**src/rtl/adam_aes_enc_arbiter_if.sv**
```systemverilog
// Request/response and core-side signal bundle for adam_aes_enc_arbiter.
// The slave modport is the arbiter's view; master is the requester/core side.
interface adam_aes_enc_arbiter_if #(
  parameter int NREQ = 4
) ();
  logic [NREQ-1:0]     req_valid;
  logic [NREQ-1:0]     req_ready;
  logic [NREQ*128-1:0] req_block;
  logic [NREQ-1:0]     rsp_valid;
  logic [NREQ-1:0]     rsp_ready;
  logic [127:0]        rsp_block;
  logic                rsp_err;
  logic                core_next;
  logic [127:0]        core_block;
  logic [127:0]        core_new_block;
  logic                core_ready;
  logic                busy;

  modport slave (
    input  req_valid, req_block, rsp_ready, core_new_block, core_ready,
    output req_ready, rsp_valid, rsp_block, rsp_err, core_next, core_block, busy
  );

  modport master (
    output req_valid, req_block, rsp_ready, core_new_block, core_ready,
    input  req_ready, rsp_valid, rsp_block, rsp_err, core_next, core_block, busy
  );
endinterface

```
**src/rtl/adam_aes_enc_arbiter.sv**
```systemverilog
// Round-robin arbiter sharing one AES encipher core among NREQ requesters.
// Optional WAIT watchdog is compiled in with `define ADAM_AES_ARB_WATCHDOG_EN.
module adam_aes_enc_arbiter #(
  parameter int NREQ        = 4,
  parameter int WDOG_CYCLES = 64
) (
  input  logic                 clk,
  input  logic                 reset_n,
  adam_aes_enc_arbiter_if.slave bus
);

  localparam int GW = (NREQ > 1) ? $clog2(NREQ) : 1;

  localparam logic [1:0] ST_IDLE  = 2'd0;
  localparam logic [1:0] ST_START = 2'd1;
  localparam logic [1:0] ST_WAIT  = 2'd2;
  localparam logic [1:0] ST_RESP  = 2'd3;

  if (NREQ < 1 || NREQ > 8 || WDOG_CYCLES < 1) begin : g_param_check
    $error("adam_aes_enc_arbiter: NREQ must be 1..8 and WDOG_CYCLES at least 1");
  end

  logic [1:0]    state;
  logic [GW-1:0] rr_ptr;
  logic [GW-1:0] grant_reg;
  logic [127:0]  block_reg;
  logic [127:0]  rsp_reg;
  logic          wait_armed;

  logic [GW-1:0] grant_idx;
  logic [GW-1:0] cand;
  logic          grant_found;
  logic [127:0]  sel_block;
  logic          take_grant;
  logic          core_done;
  logic          wdog_hit;
  logic          rsp_done;
  logic [GW-1:0] rr_next;

  // Search upward from rr_ptr, wrapping, for the first pending requester.
  // NOTE: every signal written in always_comb gets a default first so no path infers a latch.
  always_comb begin
    grant_found = 1'b0;
    grant_idx   = '0;
    cand        = '0;
    for (int off = 0; off < NREQ; off++) begin
      cand = GW'((int'(rr_ptr) + off) % NREQ);
      if (!grant_found && bus.req_valid[cand]) begin
        grant_found = 1'b1;
        grant_idx   = cand;
      end
    end
  end

  always_comb begin
    sel_block = '0;
    for (int k = 0; k < NREQ; k++) begin
      if (grant_idx == GW'(k)) sel_block = bus.req_block[k*128 +: 128];
    end
  end

  // A grant is only offered while the core is idle, so the accepted block never waits.
  assign take_grant = (state == ST_IDLE) && grant_found && bus.core_ready;

  // The core's ready flag is registered and still reads 1 in the first WAIT cycle.
  assign core_done  = (state == ST_WAIT) && wait_armed && bus.core_ready;
  assign rsp_done   = (state == ST_RESP) && bus.rsp_ready[grant_reg];
  assign rr_next    = GW'((int'(grant_reg) + 1) % NREQ);

  always_comb begin
    bus.req_ready = '0;
    bus.rsp_valid = '0;
    if (take_grant)         bus.req_ready[grant_idx] = 1'b1;
    if (state == ST_RESP)   bus.rsp_valid[grant_reg] = 1'b1;
  end

  assign bus.rsp_block  = rsp_reg;
  assign bus.core_block = block_reg;
  assign bus.core_next  = (state == ST_START);
  assign bus.busy       = (state != ST_IDLE);

  // NOTE: sequential state uses non-blocking assignments so every register samples pre-edge values.
  always_ff @(posedge clk or negedge reset_n) begin
    if (!reset_n) begin
      state      <= ST_IDLE;
      rr_ptr     <= '0;
      grant_reg  <= '0;
      block_reg  <= '0;
      rsp_reg    <= '0;
      wait_armed <= 1'b0;
    end else begin
      case (state)
        ST_IDLE: begin
          if (take_grant) begin
            block_reg <= sel_block;
            grant_reg <= grant_idx;
            state     <= ST_START;
          end
        end
        ST_START: begin
          wait_armed <= 1'b0;
          state      <= ST_WAIT;
        end
        ST_WAIT: begin
          wait_armed <= 1'b1;
          if (core_done) begin
            rsp_reg <= bus.core_new_block;
            state   <= ST_RESP;
          end else if (wdog_hit) begin
            rsp_reg <= '0;
            state   <= ST_RESP;
          end
        end
        ST_RESP: begin
          if (rsp_done) begin
            rr_ptr <= rr_next;
            state  <= ST_IDLE;
          end
        end
        default: state <= ST_IDLE;
      endcase
    end
  end

`ifdef ADAM_AES_ARB_WATCHDOG_EN
  localparam int WW = $clog2(WDOG_CYCLES + 1);

  logic [WW-1:0] wdog_cnt;
  logic          err_reg;

  // Abort in the WDOG_CYCLES-th WAIT cycle: that cycle's increment reaches the limit.
  assign wdog_hit    = (state == ST_WAIT) && (wdog_cnt >= WW'(WDOG_CYCLES - 1));
  assign bus.rsp_err = err_reg;

  always_ff @(posedge clk or negedge reset_n) begin
    if (!reset_n) begin
      wdog_cnt <= '0;
      err_reg  <= 1'b0;
    end else begin
      if (state == ST_START) begin
        wdog_cnt <= '0;
      end else if (state == ST_WAIT && wdog_cnt != '1) begin
        wdog_cnt <= wdog_cnt + WW'(1);
      end
      if (wdog_hit && !core_done) begin
        err_reg <= 1'b1;
      end else if (rsp_done) begin
        err_reg <= 1'b0;
      end
    end
  end
`else
  assign wdog_hit    = 1'b0;
  assign bus.rsp_err = 1'b0;
`endif

endmodule

```
**src/flat_wrapper.sv**
```systemverilog
// flat-port wrapper written by rule: the top's interface ports become plain ports
module adam_aes_enc_arbiter_flat 
#(
  parameter int NREQ        = 4,
  parameter int WDOG_CYCLES = 64
)
  (clk, reset_n, bus_req_valid, bus_req_block, bus_rsp_ready, bus_core_new_block, bus_core_ready, bus_req_ready, bus_rsp_valid, bus_rsp_block, bus_rsp_err, bus_core_next, bus_core_block, bus_busy);
  adam_aes_enc_arbiter_if #(.NREQ(NREQ)) bus_i ();
  input  logic clk;
  input  logic reset_n;
  input wire logic [$bits(bus_i.req_valid)-1:0] bus_req_valid;
  input wire logic [$bits(bus_i.req_block)-1:0] bus_req_block;
  input wire logic [$bits(bus_i.rsp_ready)-1:0] bus_rsp_ready;
  input wire logic [$bits(bus_i.core_new_block)-1:0] bus_core_new_block;
  input wire logic [$bits(bus_i.core_ready)-1:0] bus_core_ready;
  output wire logic [$bits(bus_i.req_ready)-1:0] bus_req_ready;
  output wire logic [$bits(bus_i.rsp_valid)-1:0] bus_rsp_valid;
  output wire logic [$bits(bus_i.rsp_block)-1:0] bus_rsp_block;
  output wire logic [$bits(bus_i.rsp_err)-1:0] bus_rsp_err;
  output wire logic [$bits(bus_i.core_next)-1:0] bus_core_next;
  output wire logic [$bits(bus_i.core_block)-1:0] bus_core_block;
  output wire logic [$bits(bus_i.busy)-1:0] bus_busy;
  assign bus_i.req_valid = bus_req_valid;
  assign bus_i.req_block = bus_req_block;
  assign bus_i.rsp_ready = bus_rsp_ready;
  assign bus_i.core_new_block = bus_core_new_block;
  assign bus_i.core_ready = bus_core_ready;
  assign bus_req_ready = bus_i.req_ready;
  assign bus_rsp_valid = bus_i.rsp_valid;
  assign bus_rsp_block = bus_i.rsp_block;
  assign bus_rsp_err = bus_i.rsp_err;
  assign bus_core_next = bus_i.core_next;
  assign bus_core_block = bus_i.core_block;
  assign bus_busy = bus_i.busy;
  adam_aes_enc_arbiter #(.NREQ(NREQ), .WDOG_CYCLES(WDOG_CYCLES)) u_core (.clk(clk), .reset_n(reset_n), .bus(bus_i));
endmodule
```
**config.mk**
```make
export PLATFORM = sky130hd
export DESIGN_NAME = adam_aes_enc_arbiter_flat
export DESIGN_NICKNAME = d
export VERILOG_FILES = /design/src/rtl/adam_aes_enc_arbiter_if.sv /design/src/rtl/adam_aes_enc_arbiter.sv /design/src/flat_wrapper.sv
export SDC_FILE = /design/constraint.sdc
export NUM_CORES = 1
export LEC_CHECK = 0
export BUFFER_PORTS_ARGS = -buffer_cell sky130_fd_sc_hd__buf_2
export CAP_MARGIN = 20
export CORE_AREA = 2 2 361 363
export DETAILED_ROUTE_END_ITERATION = 8
export DIE_AREA = 0 0 363 365
export PLACE_DENSITY = 0.3
export SYNTH_ARGS = -nofsm -noshare
export SYNTH_HDL_FRONTEND = slang
export SYNTH_SLANG_ARGS = --single-unit
```
**constraint.sdc**
```tcl
create_clock -name clk -period 2.4 [get_ports clk]
set_input_delay 0.48 -clock clk [delete_from_list [all_inputs] [get_ports clk]]
set_output_delay 0.48 -clock clk [all_outputs]
set_load 0.01 [all_outputs]
```
==> results.rst, run 1 <==
.. list-table::
   :header-rows: 1

   * - Metric
     - Value
   * - Remaining design rule violation count
     - 0
   * - Uppermost routed layer
     - met5
   * - Run status
     - finished, violations left
   * - Total core area
     - 129000 sq um
   * - Count of antenna-violating nets left after detailed routing
     - 0
   * - Detailed placer's ending HPWL
     - between 60 and 70 mm
   * - Insertion delay to the later sink of the worst-skew pair
     - 0.58 ns
   * - Fraction of final layout cells with drive strength greater than 1
     - 0.637
   * - Die X
     - around 360 um
   * - Clock tree root buffer cell
     - sky130_fd_sc_hd__clkbuf_16
   * - Area growth from synthesis to layout
     - 60.5%
   * - Portion of the clock cycle consumed by the worst path in the final layout
     - 1.01
   * - Final Worst Setup Slack
     - -0.0350 ns
   * - Detail-routed net length per standard cell
     - 22.2 um
   * - Placed standard-cell area
     - about 21000 sq um
   * - Routed wl met3
     - ~7.4 mm
   * - Peak ir drop on the vdd network
     - roughly 520 uV
   * - Most frequently used flop master after synthesis
     - sky130_fd_sc_hd__dfrtp_1
   * - Worst hold slack
     - 0.129 ns
   * - Port Buffer Count
     - 916
   * - Clock buffers created by TritonCTS
     - 38
   * - Net count reported at finish
     - between 2000 and 3000
   * - Number of H-tree levels
     - 2
   * - Final critical path time including I/O delays and setup
     - 2.43 ns
   * - RSZ-0062 raised after global routing
     - yes
   * - Total power density per cell area
     - 1170 nW/um^2
   * - Count of routing violations after the opening detailed-route iteration
     - 376
   * - Met2 wire length
     - 43.8 mm
   * - Gr ovfl total
     - 0
   * - Type of the tightest min-delay check
     - primary input to flop
   * - Number of different library cells in the post-synthesis netlist
     - 35
   * - Number of fill cells
     - between 10000 and 15000
   * - Height of the die
     - ~370 um
   * - Synthesized area per cell
     - 13.3 sq um
   * - Final worst clock skew
     - 0.0192 ns
   * - Post-CTS clock slew at the launch and capture registers of the worst setup and hold paths
     - approximately 0.06 ns
   * - Antenna violations before repair
     - 63
   * - Final Hold Viols
     - 0
   * - Warnings from Yosys
     - 0
   * - Setup Crit Path Kind
     - flop to primary output
   * - Sequential element share of the synthesized area
     - 0.474
   * - Setup crit start kind
     - flop
   * - GR Util All Layers
     - 0.118
   * - Instance count of the mapped netlist
     - 1046
   * - Worst path required time
     - 1.92 ns
   * - Final Routed Wirelength
     - 82.4 mm
   * - Number of synthesized register bits
     - roughly 260
   * - Clk sink count
     - 263
   * - First-pass iteration count of the detailed router
     - 5
   * - Count of maximum capacitance violations
     - 0
   * - Die Area
     - 132000 sq um
   * - Metal1 wirelength
     - between 20 and 30 mm
   * - First-pass GRT wire length
     - 110 mm
   * - Ports
     - 918
   * - Design area
     - 22300 sq um
   * - Maximum clock insertion buffer count
     - 3
   * - Number of enable-type register cells in the synthesized netlist
     - 0
   * - Pin count of the biggest net entering global routing
     - 59
   * - Aggregate negative setup slack
     - -0.0631 ns
   * - Max-slew violation total from the final report
     - 0
   * - Number of setup violations in the final report
     - 2
   * - Net Count, Synth
     - around 1700
   * - Vias per cell
     - roughly 3.5
   * - Vias after detailed routing
     - approximately 13000
   * - Critical path peak fanout
     - 4
   * - Number of global-route vias before repair
     - between 10000 and 15000
   * - Sort of element at the end of the critical path
     - primary output
   * - Routability cong.
     - 0.795
   * - Clock tree from TritonCTS
     - yes
   * - Arrival time at the worst endpoint
     - 1.95 ns
   * - Fmax achieved
     - 411 MHz
   * - Std cell rows
     - 132
   * - Initial Util
     - 0.108
   * - Summed instance area of the synthesized netlist
     - 13900 sq um
   * - P_leak
     - roughly 11 nW
   * - Ys async rst share
     - 1.00
   * - Violations in the final reports
     - negative setup slack
==> where the power goes <==
group | internal, mW | total [mW] | switching (mW) | leakage [nW]
clock | 3.85 | 6.25 | 2.40 | 0.662
combinational | 5.50 | 11.9 | 6.38 | 7.00
sequential | 6.58 | 7.95 | 1.38 | 3.25
==> synth_stat cells (2+ instances only) <==
library cell / n / area share
sky130_fd_sc_hd__clkbuf_4: 7 / 0.0038
sky130_fd_sc_hd__a21o_1: 2 / 0.0011
sky130_fd_sc_hd__nand2_1: 133 / 0.036
sky130_fd_sc_hd__nand3_1: 2 / 0.00072
sky130_fd_sc_hd__buf_12: 9 / 0.013
sky130_fd_sc_hd__buf_4: 4 / 0.0022
sky130_fd_sc_hd__and2_1: 4 / 0.0018
sky130_fd_sc_hd__buf_6: 27 / 0.022
sky130_fd_sc_hd__buf_1: 2 / 0.00054
sky130_fd_sc_hd__mux2_2: 130 / 0.11
sky130_fd_sc_hd__mux2i_1: 257 / 0.19
sky130_fd_sc_hd__dfrtp_1: 263 / 0.47
sky130_fd_sc_hd__a21oi_1: 4 / 0.0014
sky130_fd_sc_hd__o221ai_2: 87 / 0.094
sky130_fd_sc_hd__o21ai_0: 2 / 0.00072
sky130_fd_sc_hd__inv_1: 7 / 0.0019
sky130_fd_sc_hd__buf_2: 13 / 0.0047
sky130_fd_sc_hd__ha_1: 9 / 0.0081
sky130_fd_sc_hd__o221ai_1: 42 / 0.026
sky130_fd_sc_hd__nor2_1: 4 / 0.0011
sky130_fd_sc_hd__clkbuf_1: 24 / 0.0065
==> worst paths after layout <==
check	from	endpoint	slack [ns]	cells after the start
worst min register to register	u_core.bus.core_block[119]	u_core.bus.core_block[119]	0.48	2
min in group asynchronous	reset_n	u_core.bus.rsp_block[126]	0.41	2
worst min-delay path	bus_core_new_block[50]	u_core.bus.rsp_block[50]	0.13	2
worst max-delay path	u_core.rr_ptr[1]	bus_req_ready[3]	-0.03	7
max in group asynchronous	reset_n	u_core.bus.rsp_block[54]	1.12	4
worst max register to register	u_core.rr_ptr[1]	u_core.bus.core_block[41]	0.19	8
==> metal layers <==
layer,vias up,GRT usage
met1,6192,0.114
li1,5837,-
met2,608,0.222
met3,180,0.0490
met5,-,0
met4,66,0.0440
==> cell type report <==
| class | count | area (sq um) | area share |
|---|---|---|---|
| Tap cell | 1675 | 2100 | 0.0940 |
| Timing Repair Buffer | 990 | 5550 | 0.249 |
| Antenna cell | 11 | 27.5 | 0.00123 |
| Clock inverter | 14 | 255 | 0.0115 |
| Multi-Input combinational cell | 689 | 6650 | 0.299 |
| Clock buffer | 54 | 1100 | 0.0494 |
| Sequential cell | 263 | 6580 | 0.295 |
| Inverter | 7 | 26.3 | 0.00118 |
==> critical path: stages, from the launching register on <==
cell and delay (ns):
sky130_fd_sc_hd__dfrtp_2 0.44, sky130_fd_sc_hd__buf_6 0.13, sky130_fd_sc_hd__nand2b_4 0.13, sky130_fd_sc_hd__a21o_1 0.19, sky130_fd_sc_hd__o221ai_4 0.11, sky130_fd_sc_hd__nand2b_4 0.20
sky130_fd_sc_hd__nor2_2 0.03, sky130_fd_sc_hd__buf_2 0.15
==> per-stage QoR <==
| step | setup slack [ns] | cells | power (mW) | util |
|---|---|---|---|---|
| floorplan | 0.179 | 1046 | 14.4 | - |
| global placement | 0.0207 | 3617 | 20.0 | 0.161 |
| detailed placement | 0.0166 | 3617 | 20.2 | 0.161 |
| CTS | -0.106 | 3690 | 26.8 | 0.173 |
| global route | -0.127 | 3699 | 27.8 | 0.173 |
| finish | -0.0350 | 3703 | 26.1 | 0.173 |
==> cells by family after synthesis <==
kind of cell             Yosys count  share of synthesized area
buffers and inverters             94                     0.0555
flip-flops                       263                      0.474
AND/OR/NAND/NOR                  148                     0.0427
AO/OA/AOI/OAI                    142                      0.126
multiplexers                     389                      0.293
adder cells (fa/ha/maj)            9                    0.00811
other                              1                   0.000270
==> timing repair <==
| item | 4_1_cts | 5_1_grt |
|---|---|---|
| pin swaps | 1 | 0 |
| buffers inserted | 4 | 2 |
| endpoints found under the setup margin | 4 | 4 |
| resized for setup | 12 | 6 |
| hold endpoints to repair | 34 | 0 |
| hold buffers | 1 | 0 |
==> cells in the final DEF, fill, tap and decap left out, drive strengths merged, types with 2 or more instances in the layout <==
cell type  synthesis  layout
dfrtp            263     263
clkinv             0       6
mux2i            257     257
a21o               2       2
nor2               4       4
diode              0      11
buf               56     989
nand3              2       2
inv                7       8
o221ai           129     129
bufinv             0       6
clkbuf            31      54
mux2             131     131
a21oi              4       4
o21ai              3       3
nand2            134     134
ha                 9       9
nand2b             2       2
and2               4       4
(Power assumes the default switching activity.)
==> inputs of run 2 (changes only) <==
CORE_AREA = 2 2 359 361   (was 2 2 361 363)
DIE_AREA = 0 0 361 363   (was 0 0 363 365)
==> results.rst, run 2 (synthesis results as in run 1) <==
.. list-table::
   :header-rows: 1

   * - Metric
     - Value
   * - Pin count of the biggest net entering global routing
     - 89 (+51%)
   * - Core utilization of the finished layout
     - 0.176 (+0.00273)
   * - Total core area
     - 127000 sq um (-1.3%)
   * - Clock buffers created by TritonCTS
     - 38 (unchanged)
   * - Peak ir drop on the vdd network
     - 583 uV (+12%)
   * - RSZ-0062 raised after global routing
     - yes
   * - GR Util All Layers
     - 0.121 (+0.00352)
   * - Insertion delay to the later sink of the worst-skew pair
     - 0.59 ns (about the same)
   * - Final Hold Viols
     - 0 (unchanged)
   * - Worst reg-to-reg setup slack
     - 0.17 ns (-0.02 ns)
   * - Final critical path time including I/O delays and setup
     - 2.38 ns (-0.0544 ns)
   * - DP Cell Count
     - 3633 (+0.44%)
   * - Die X
     - 361 um (-0.55%)
   * - Placed standard-cell area
     - 20900 sq um (+0.43%)
   * - Post-CTS clock slew at the launch and capture registers of the worst setup and hold paths
     - 0.06 ns (about the same)
   * - Ports
     - 918 (unchanged)
   * - Port Buffer Count
     - 916 (unchanged)
   * - End of the worst register-to-register path
     - u_core.bus.core_block[109]
   * - Setup crit start kind
     - flop
   * - Initial Util
     - 0.109 (+0.00139)
   * - Crit Reg-Reg Startpoint
     - u_core.rr_ptr[1]
   * - Run status
     - completed
   * - Net count reported at finish
     - 2684 (+1.3%)
   * - Clock tree root buffer cell
     - sky130_fd_sc_hd__clkbuf_16
   * - Height of the die
     - 363 um (-0.55%)
   * - Final non-filler cell total
     - 3728 (+0.68%)
   * - Gr ovfl total
     - 0 (unchanged)
   * - Slew HR
     - 0.513
   * - Final worst clock skew
     - 0.0219 ns (+0.00273 ns)
   * - Portion of the clock cycle consumed by the worst path in the final layout
     - 0.992 (-0.0227)
   * - Std cell rows
     - 131 (-0.76%)
   * - Final Routed Wirelength
     - 83.1 mm (+0.94%)
   * - Arrival time at the worst endpoint
     - 1.90 ns (-0.05 ns)
   * - P_leak
     - 11.0 nW (+0.68%)
   * - Leading cell types in the layout, fill and taps excluded
     - sky130_fd_sc_hd__buf_2, sky130_fd_sc_hd__dfrtp_1, sky130_fd_sc_hd__mux2i_1
   * - Count of routing violations after the opening detailed-route iteration
     - 424 (+13%)
   * - Vias per cell
     - 3.53 (+1.6%)
   * - Antenna violations before repair
     - 85 (+35%)
   * - Area growth from synthesis to layout
     - 61.0%
   * - Type of the tightest min-delay check
     - primary input to flop
   * - Fraction of final layout cells with drive strength greater than 1
     - 0.645 (+0.00765)
   * - Aggregate negative setup slack
     - 0 ns (+0.0631 ns)
   * - Slew at the pin closest to its max-slew limit
     - 0.730 ns
   * - Critical path peak fanout
     - 5 (+1)
   * - Number of H-tree levels
     - 2 (unchanged)
   * - Cell depth of the worst min-delay path
     - 2 (unchanged)
   * - First-pass GRT wire length
     - 113 mm (+2.8%)
   * - Count of antenna-violating nets left after detailed routing
     - 0 (unchanged)
   * - Most frequent standard cell in the layout excluding fill and tap cells
     - sky130_fd_sc_hd__buf_2
   * - First-pass iteration count of the detailed router
     - 5 (unchanged)
   * - Fmax achieved
     - 420 MHz (+2.3%)
   * - Setup Crit Path Kind
     - flop to primary output
   * - Vias after detailed routing
     - 13172 (+2.2%)
   * - Tot Pwr
     - 25.9 mW (-0.57%)
   * - Source of the worst hold timing path
     - bus_core_new_block[68]
   * - Detailed placer's ending HPWL
     - 70.4 mm (+2.2%)
   * - Max-slew violation total from the final report
     - 0 (unchanged)
   * - Worst reg2reg path depth
     - 8 (unchanged)
   * - Total power density per cell area
     - 1160 nW/um^2 (-0.85%)
   * - Detail-routed net length per standard cell
     - 22.3 um (+0.26%)
   * - Count of maximum capacitance violations
     - 0 (unchanged)
   * - Clk sink count
     - 263 (unchanged)
   * - Sort of element at the end of the critical path
     - primary output
   * - Worst path required time
     - 1.92 ns (about the same)
   * - Terminating pin of the worst hold path
     - u_core.bus.rsp_block[68]
   * - Design area
     - 22400 sq um (+0.29%)
   * - Remaining design rule violation count
     - 0 (unchanged)
   * - Routability cong.
     - 0.858 (+7.9%)
   * - Number of setup violations in the final report
     - 0 (-2)
   * - Die Area
     - 131000 sq um (-1.1%)
   * - Number of global-route vias before repair
     - 14588 (+2.7%)
   * - Clock tree from TritonCTS
     - yes
   * - Maximum clock insertion buffer count
     - 3 (unchanged)
-- run 2: cell count changes in the layout (fill, tap and decap cells not counted), moves of 3 or more --
cell	previous run	this run
sky130_fd_sc_hd__bufinv_16	6	3
sky130_fd_sc_hd__nor2_2	1	4
sky130_fd_sc_hd__buf_12	30	21
sky130_fd_sc_hd__buf_4	41	85
sky130_fd_sc_hd__diode_2	11	14
-- run 2: per-layer routing --
metal	global-route usage	wire (um)	up-vias
met5	0	419	-
met4	0.0391	2900	60
met3	0.0434	6700	204
met2	0.226	43100	662
met1	0.126	30000	6339
li1	-	-	5907
-- run 2: metrics by stage --
stage / worst slack, ns / hold slack [ns]
2_1_floorplan: 0.179 / 0.184
3_3_place_gp: 0.0718 / 0.454
3_5_place_dp: 0.0424 / 0.459
4_1_cts: -0.0689 / 0.0391
5_1_grt: -0.102 / 0.0574
6_report: 0.0194 / 0.122
-- run 2: worst max path at each step --
| stage | end | start |
|---|---|---|
| 5_1_grt | bus_req_ready[1] | u_core.rr_ptr[1] |
| 3_3_place_gp | u_core.bus.core_block[4] | bus_req_valid[0] |
| 2_1_floorplan | bus_req_ready[1] | bus_req_valid[0] |
| 3_5_place_dp | u_core.bus.core_block[4] | bus_req_valid[0] |
| 4_1_cts | bus_req_ready[1] | u_core.rr_ptr[1] |
| 6_report | bus_req_ready[3] | u_core.rr_ptr[1] |
-- run 2: layout make-up --
type	count	area (sq um)
fill	14234	105000
multi-input combinational	689	6650
sequential	263	6580
timing repair buffer	1025	5690
tap	1662	2080
clock buffer	55	1100
clock inverter	13	186
antenna	14	35.0
inverter	7	26.3
-- run 2: power by group --
part	switching [mW]	internal [mW]
registers	1.43	6.58
clock network	2.39	3.54
logic	6.39	5.61
total	10.2	15.7
-- run 2: critical path, cell delays in order (launching register included) --
cell	delay, ns
sky130_fd_sc_hd__dfrtp_2	0.44
sky130_fd_sc_hd__buf_6	0.13
sky130_fd_sc_hd__nand2_1	0.08
sky130_fd_sc_hd__o221ai_4	0.26
sky130_fd_sc_hd__nand2b_4	0.21
sky130_fd_sc_hd__nor2_2	0.04
sky130_fd_sc_hd__buf_2	0.14
-- run 2: timing repair --
item                                    in CTS  in global routing
hold buffers                                 1                  0
buffers inserted                             4                 10
pin swaps                                    3                  5
endpoints found under the setup margin       4                 26
gates resized for setup                     11                  7
endpoints found under the hold margin       35                  0
